**config.mk**
```make
export PLATFORM = sky130hd
export DESIGN_NAME = simpletest_alu_pipe
export DESIGN_NICKNAME = d
export VERILOG_FILES = /design/src/rtl/simpletest_alu_pipe.sv
export SDC_FILE = /design/constraint.sdc
export NUM_CORES = 1
export LEC_CHECK = 0
export ABC_AREA = 1
export BUFFER_PORTS_ARGS = -buffer_cell sky130_fd_sc_hd__buf_2
export CAP_MARGIN = 5
export CORE_MARGIN = 1.5
export CORE_UTILIZATION = 60
export CTS_CLUSTER_SIZE = 12
export DETAILED_ROUTE_END_ITERATION = 8
export PLACE_DENSITY = 0.88
export SLEW_MARGIN = 20
export SYNTH_ARGS = -nofsm -noshare
export SYNTH_HDL_FRONTEND = slang
export SYNTH_SLANG_ARGS = --single-unit
```
**constraint.sdc**
```tcl
create_clock -name clk -period 8.95 [get_ports clk]
set_input_delay 1.3425 -clock clk [delete_from_list [all_inputs] [get_ports clk]]
set_output_delay 1.3425 -clock clk [all_outputs]
set_load 0.01 [all_outputs]
```
**src/rtl/simpletest_alu_pipe.sv**
```systemverilog
// -----------------------------------------------------------------------------
// simpletest_alu_pipe
//
// Two-stage pipelined arithmetic test block. Operand pairs enter over a
// valid/ready handshake. Each transaction selects one of four unsigned
// operations. A WIDTH-bit result and zero/carry flags come out one register
// stage after the operands are captured. Completed output handshakes are
// counted in a saturating 16-bit counter.
//
// Optional feature (macro SIMPLETEST_KEY_LOCK_EN):
//   When defined, the key is captured with the operands. If the captured key
//   differs from KEY_VALUE, the delivered result is the true result XOR a
//   mask, and carry is forced to 0. The mask is (key ^ KEY_VALUE), repeated
//   and truncated to WIDTH bits.
//   When undefined, the key is not stored, the result is always the true
//   result, and the key port is present but ignored.
//
// Parameters:
//   WIDTH      operand/result width (must be >= KEY_W)
//   KEY_W      key width
//   KEY_VALUE  correct unlock key
//
// Ports:
//   clk          clock, all state updates on the rising edge
//   rst          asynchronous active-high reset
//   in_valid_i   operand pair valid
//   in_ready_o   block can accept operands this cycle
//   sel_i        operation: 00 add, 01 sub, 10 mul, 11 unsigned max
//   in1_i        operand A
//   in2_i        operand B
//   key_i        unlock key, sampled together with the operands
//   out_valid_o  result valid
//   out_ready_i  downstream accepts the result
//   out_o        result
//   zero_o       result equals zero (evaluated on the delivered value)
//   carry_o      add carry-out / sub borrow / mul high half nonzero / 0 for max
//   op_count_o   completed output handshakes, saturating at 16'hFFFF
// -----------------------------------------------------------------------------
module simpletest_alu_pipe #(
    parameter int               WIDTH     = 8,
    parameter int               KEY_W     = 8,
    parameter logic [KEY_W-1:0] KEY_VALUE = 8'hA5
) (
    input  logic             clk,
    input  logic             rst,
    input  logic             in_valid_i,
    output logic             in_ready_o,
    input  logic [1:0]       sel_i,
    input  logic [WIDTH-1:0] in1_i,
    input  logic [WIDTH-1:0] in2_i,
    input  logic [KEY_W-1:0] key_i,
    output logic             out_valid_o,
    input  logic             out_ready_i,
    output logic [WIDTH-1:0] out_o,
    output logic             zero_o,
    output logic             carry_o,
    output logic [15:0]      op_count_o
);

    localparam logic [1:0] SEL_ADD = 2'b00;
    localparam logic [1:0] SEL_SUB = 2'b01;
    localparam logic [1:0] SEL_MUL = 2'b10;
    localparam logic [1:0] SEL_MAX = 2'b11;

    // ------------------------------------------------------------------
    // Global pipeline enable. The whole pipe freezes only when a result is
    // waiting and the sink is not taking it. Stage 1 therefore always
    // advances into stage 2 when stage 2 drains in the same cycle. This is
    // why a simultaneous output and input handshake create no bubble.
    // ------------------------------------------------------------------
    logic en;

    assign en         = !(out_valid_o && !out_ready_i);
    assign in_ready_o = en;

    // ------------------------------------------------------------------
    // Stage 1: operand capture
    // ------------------------------------------------------------------
    logic             s1_valid_q;
    logic [WIDTH-1:0] op1_q;
    logic [WIDTH-1:0] op2_q;
    logic [1:0]       sel_q;

    always_ff @(posedge clk or posedge rst) begin
        if (rst) begin
            s1_valid_q <= 1'b0;
            op1_q      <= '0;
            op2_q      <= '0;
            sel_q      <= SEL_ADD;
        end else if (en) begin
            s1_valid_q <= in_valid_i;
            op1_q      <= in1_i;
            op2_q      <= in2_i;
            sel_q      <= sel_i;
        end
    end

`ifdef SIMPLETEST_KEY_LOCK_EN
    logic [KEY_W-1:0] key_q;

    always_ff @(posedge clk or posedge rst) begin
        if (rst) begin
            key_q <= '0;
        end else if (en) begin
            key_q <= key_i;
        end
    end
`else
    // The key port stays on the interface so both builds share one pinout.
    // Its value is deliberately discarded.
    logic unused_key;

    assign unused_key = ^{key_i, KEY_VALUE};
`endif

    // ------------------------------------------------------------------
    // Stage 2 combinational: true arithmetic result
    // ------------------------------------------------------------------
    logic [WIDTH:0]     sum_w;
    logic [2*WIDTH-1:0] prod_w;
    logic [WIDTH-1:0]   res_true;
    logic               carry_true;

    always_comb begin
        sum_w      = {1'b0, op1_q} + {1'b0, op2_q};
        prod_w     = {{WIDTH{1'b0}}, op1_q} * {{WIDTH{1'b0}}, op2_q};
        res_true   = '0;
        carry_true = 1'b0;
        unique case (sel_q)
            SEL_ADD: begin
                res_true   = sum_w[WIDTH-1:0];
                carry_true = sum_w[WIDTH];
            end
            SEL_SUB: begin
                res_true   = op1_q - op2_q;
                carry_true = (op1_q < op2_q);
            end
            SEL_MUL: begin
                res_true   = prod_w[WIDTH-1:0];
                carry_true = |prod_w[2*WIDTH-1:WIDTH];
            end
            SEL_MAX: begin
                res_true   = (op1_q >= op2_q) ? op1_q : op2_q;
                carry_true = 1'b0;
            end
            default: begin
                res_true   = '0;
                carry_true = 1'b0;
            end
        endcase
    end

    // ------------------------------------------------------------------
    // Stage 2 combinational: optional output locking
    // ------------------------------------------------------------------
    logic [WIDTH-1:0] out_d;
    logic             carry_d;
    logic             zero_d;

`ifdef SIMPLETEST_KEY_LOCK_EN
    logic [KEY_W-1:0] key_diff;
    logic [WIDTH-1:0] lock_mask;
    logic             locked;

    assign key_diff = key_q ^ KEY_VALUE;
    assign locked   = (key_q != KEY_VALUE);

    // Key difference repeated across the result width. Any high bits that do
    // not fill a whole repetition are taken from the low bits of the key.
    for (genvar g = 0; g < WIDTH; g++) begin : g_mask
        assign lock_mask[g] = key_diff[g % KEY_W];
    end

    always_comb begin
        out_d   = res_true;
        carry_d = carry_true;
        if (locked) begin
            out_d   = res_true ^ lock_mask;
            carry_d = 1'b0;
        end
    end
`else
    always_comb begin
        out_d   = res_true;
        carry_d = carry_true;
    end
`endif

    // The zero flag describes the value actually delivered, after any lock mask.
    assign zero_d = (out_d == '0);

    // ------------------------------------------------------------------
    // Stage 2 registers. The data registers load on every enabled cycle,
    // including bubbles. Only out_valid_q gives the data meaning.
    // ------------------------------------------------------------------
    logic             out_valid_q;
    logic [WIDTH-1:0] out_q;
    logic             zero_q;
    logic             carry_q;

    always_ff @(posedge clk or posedge rst) begin
        if (rst) begin
            out_valid_q <= 1'b0;
            out_q       <= '0;
            zero_q      <= 1'b0;
            carry_q     <= 1'b0;
        end else if (en) begin
            out_valid_q <= s1_valid_q;
            out_q       <= out_d;
            zero_q      <= zero_d;
            carry_q     <= carry_d;
        end
    end

    // ------------------------------------------------------------------
    // Completed-transaction counter, saturating
    // ------------------------------------------------------------------
    logic [15:0] op_count_q;
    logic [15:0] op_count_d;

    always_comb begin
        op_count_d = op_count_q;
        if (out_valid_q && out_ready_i && (op_count_q != 16'hFFFF)) begin
            op_count_d = op_count_q + 16'd1;
        end
    end

    always_ff @(posedge clk or posedge rst) begin
        if (rst) begin
            op_count_q <= '0;
        end else begin
            op_count_q <= op_count_d;
        end
    end

    assign out_valid_o = out_valid_q;
    assign out_o       = out_q;
    assign zero_o      = zero_q;
    assign carry_o     = carry_q;
    assign op_count_o  = op_count_q;

endmodule

```
==> key figures <==
Worst setup path
  • Crit-path leading delay family: adder cells
  • Worst path most repeated cell: nand2_1
  • Crit-path cells: ha_1 -> fa_1 -> inv_1 -> fa_1 -> fa_1 -> fa_1 -> inv_1 -> ha_1 -> nand2_1 -> nand2_1 -> a21oi_1 -> nand2_1 -> nand2_1 -> nand3_1 -> a21oi_1 -> nand3_1 -> nand2_1 -> a21oi_1
  • Worst path max stage delay: roughly 550 ps
  • R2R Path End: carry_o
  • Worst Setup SP: op1_q[4]
  • Flop2flop setup slack: 4250 ps
  • Worst Path Arrival: 4890 ps
  • Worst path buffer plus inverter count: 2
  • Worst r2r path cells: 18
  • RR Startpoint: op1_q[4]
  • Worst setup EP type: flop
  • Critical path depth: 18
  • Slowest-stage cell, CP: fa_1
  • Crit path capture: carry_o
  • CP Data Required Time: 9150 ps
  • WS Path Type: reg2reg
  • Critical path peak fanout: 10
  • Critical Path Source Type: flop

Finish
  • Diode count: 0
  • Fill cell count: 758
  • Layout cell share with drive strength beyond 1: 9.64%
  • FF+latch area: 0.00115 sq mm
  • Fin cells: between 900 and 1000
  • Multi-input gate area: 0.00344 sq mm
  • Nets: a little over 900
  • Fin util: 66.0%
  • Area delta synth->final: 7.22%

Job
  • Max cap viols: 0

Logic synthesis
  • Yosys warning count: 0
  • Mapped Area: between 0.005 and 0.006 sq mm
  • Leading cell type by number of instances after synthesis: nand2_1
  • Sequential fraction of the synthesis area: 21.6%
  • Post-synthesis sequential element count: 46
  • Leading cell types by total area after synthesis: dfrtp_1 (22%), nand2_1 (16%), fa_1 (14%)
  • Top_reg_cell synth: dfrtp_1
  • Synth Instances: 764
  • List of most frequent post-synthesis cells: nand2_1 (231), inv_1 (166), ha_1 (53)
  • Syn_nets: 885
  • Synth top area share: 21.6%
  • Synth area leader: dfrtp_1
  • EDFF count, synth: 0
  • Average size of a mapped cell: 6.96 sq um
  • Asr flop ratio synth: between 90% and 100%
  • Synth unique cells: 32

Route
  • Wire per inst: 14.5 um
  • Initial DRC Count: 416
  • Drt first pass iters: 5
  • Total wire length: 13.1 mm
  • Vias per cell: between 5 and 6
  • Remaining antenna violation count: 0
  • Vias: 4915
  • DRC: 0

Pwr
  • Final total power: approximately 1.5 mW
  • Clock Power Share: 8.7%
  • PwrDens: 262 mW/mm^2
  • NetSw: around 0.81 mW
  • Pleak: 3.45 nW
  • Comb power frac: 70.6%
  • Worst VDD drop: 0.000152 V
  • Internal cell power: ~0.69 mW
  • Switching Fraction: between 50 and 60%
  • Sequential share of power: 20.7%

Clock tree
  • Post-CTS Setup Repair Bufs: 0
  • CTS tree: built
  • H-Tree Depth: 2
  • Worst-skew pair later-pin latency: 300 ps
  • Clk root buf: clkbuf_8
  • CTS max path bufs: 2
  • Clock transition at path regs: about 90 ps
  • Hold Buf Count CTS: 0
  • Clock Sinks: 46
  • Num CTS Buffers: 5
  • Post-cts repair resize count: 0

Placement
  • RePlAce Congestion: around 0.96
  • Port bufs: 49
  • Placed instance count: 899
  • Post-DP HPWL: roughly 11 mm

Global routing
  • Vias in the first global route: 4858
  • First-pass GRT wire length: 22.3 mm
  • Antenna violations before repair: 0
  • GRT Total Usage: 28.9%
  • Gr ovfl total: 0
  • Pin count of the biggest net entering global routing: 47

STA
  • Clk_skew: 6.59 ps
  • Worst hold margin: around 470 ps
  • Fin crit period: 4700 ps
  • RSZ-0062 raised after global routing: false
  • Setup-failing EPs final: 0
  • Setup TNS: 0 ps
  • Max_slew headroom: 46.7%
  • Final hold vios: 0
  • Final Cycle Share: 52.5%
  • Max Fclk: about 210 MHz
  • Pins Over Slew Limit: 0
  • Worst-Margin Slew: 799 ps

Floorplan
  • Row count: 34
  • Die width: 97.2 um
  • Total I/O pin count: 58
  • Initial Util: ~62%
  • Die Area: 0.00944 sq mm
  • DIE HEIGHT: 97.2 um
  • Core area: 0.00864 sq mm

Status
  • Status: complete, no violations

Hold path
  • Hold/Removal Path Class: reg2reg
## layer usage
| layer | up-vias | global-route usage [%] | wire length (um) |
|---|---|---|---|
| met5 | - | 0 | 0 |
| met4 | 0 | 5.24 | 119 |
| met3 | 12 | 4.46 | 1020 |
| met2 | 201 | 47.7 | 6150 |
| met1 | 2315 | 40.8 | 5820 |
| li1 | 2387 | - | - |
## final cells by class
class                      instances  area share [%]
clock buffer                       6            1.27
clock inverter                     2           0.241
inverter                         170            11.2
multi-input combinational        525            60.3
sequential                        46            20.2
tap                              108            2.37
timing repair buffer              50            4.43
## kinds of logic (layout without fill, tap and decap cells)
logic type,after synthesis,in the layout,synth area share [%]
buffers and inverters,193,228,13.7
flip-flops,46,46,21.6
AO/OA/AOI/OAI,61,61,6.33
adder cells (fa/ha/maj),91,91,26.8
AND/OR/NAND/NOR,355,355,28.6
XOR/XNOR,18,18,2.96
## worst min-delay path by stage
stage | startpoint | to | slack [ps] | cells past startpoint
4_1_cts | s1_valid_q | out_valid_o | 470 | 2
3_5_place_dp | s1_valid_q | out_valid_o | 450 | 2
5_1_grt | s1_valid_q | out_valid_o | 490 | 2
6_report | s1_valid_q | out_valid_o | 470 | 2
2_1_floorplan | s1_valid_q | out_valid_o | 420 | 2
3_3_place_gp | s1_valid_q | out_valid_o | 440 | 2
## worst register-to-register path: stages (launching register included)
cell and delay, ps:
dfrtp_1 540, ha_1 360, fa_1 550, inv_1 50, fa_1 480, fa_1 520, fa_1 540, inv_1 40
ha_1 340, nand2_1 80, nand2_1 80, a21oi_1 190, nand2_1 110, nand2_1 90, nand3_1 80, a21oi_1 200
nand3_1 170, nand2_1 110, a21oi_1 60
## placed cells by master, fill, tap and decap left out, drive strengths merged
cell type  Yosys  routed
nand2        235     235
a21oi         14      14
nor3           1       1
clkbuf        21       6
xor2           9       9
or2            3       3
nand3         51      51
clkinv         0       3
xnor2          9       9
ha            53      53
o21ai         37      37
nor2          44      44
a211oi         1       1
nand4         19      19
inv          170     169
o21bai         3       3
buf            2      50
nand3b         2       2
o21a           1       1
a21o           1       1
a31oi          4       4
fa            38      38
dfrtp         46      46
## registers in the layout (all words and copies together) (netlist names)
| signal | flops |
|---|---|
| op_count_o | 16 |
| op1_q | 8 |
| op2_q | 8 |
| out_o | 8 |
| sel_q | 2 |
| carry_o | 1 |
| out_valid_o | 1 |
| s1_valid_q | 1 |
| zero_o | 1 |
## metrics by stage
step | setup WS [ps] | instance area (sq um)
4_1_cts | 4330 | 5700
5_1_grt | 4020 | 5700
6_report | 4250 | 5700
3_5_place_dp | 4340 | 5620
3_3_place_gp | 4410 | 5620
2_1_floorplan | 4840 | 5320
## power groups by stage
| stage | clock (mW) | sequential (mW) | combinational [mW] |
|---|---|---|---|
| after global placement | 0 | 0.309 | 0.997 |
| after detailed placement | 0 | 0.311 | 1.04 |
| final | 0.131 | 0.309 | 1.06 |
| after CTS | 0.132 | 0.308 | 1.05 |
| after floorplan | 0 | 0.297 | 0.794 |
| after global routing | 0.138 | 0.315 | 1.21 |
(Power assumes the default switching activity.)
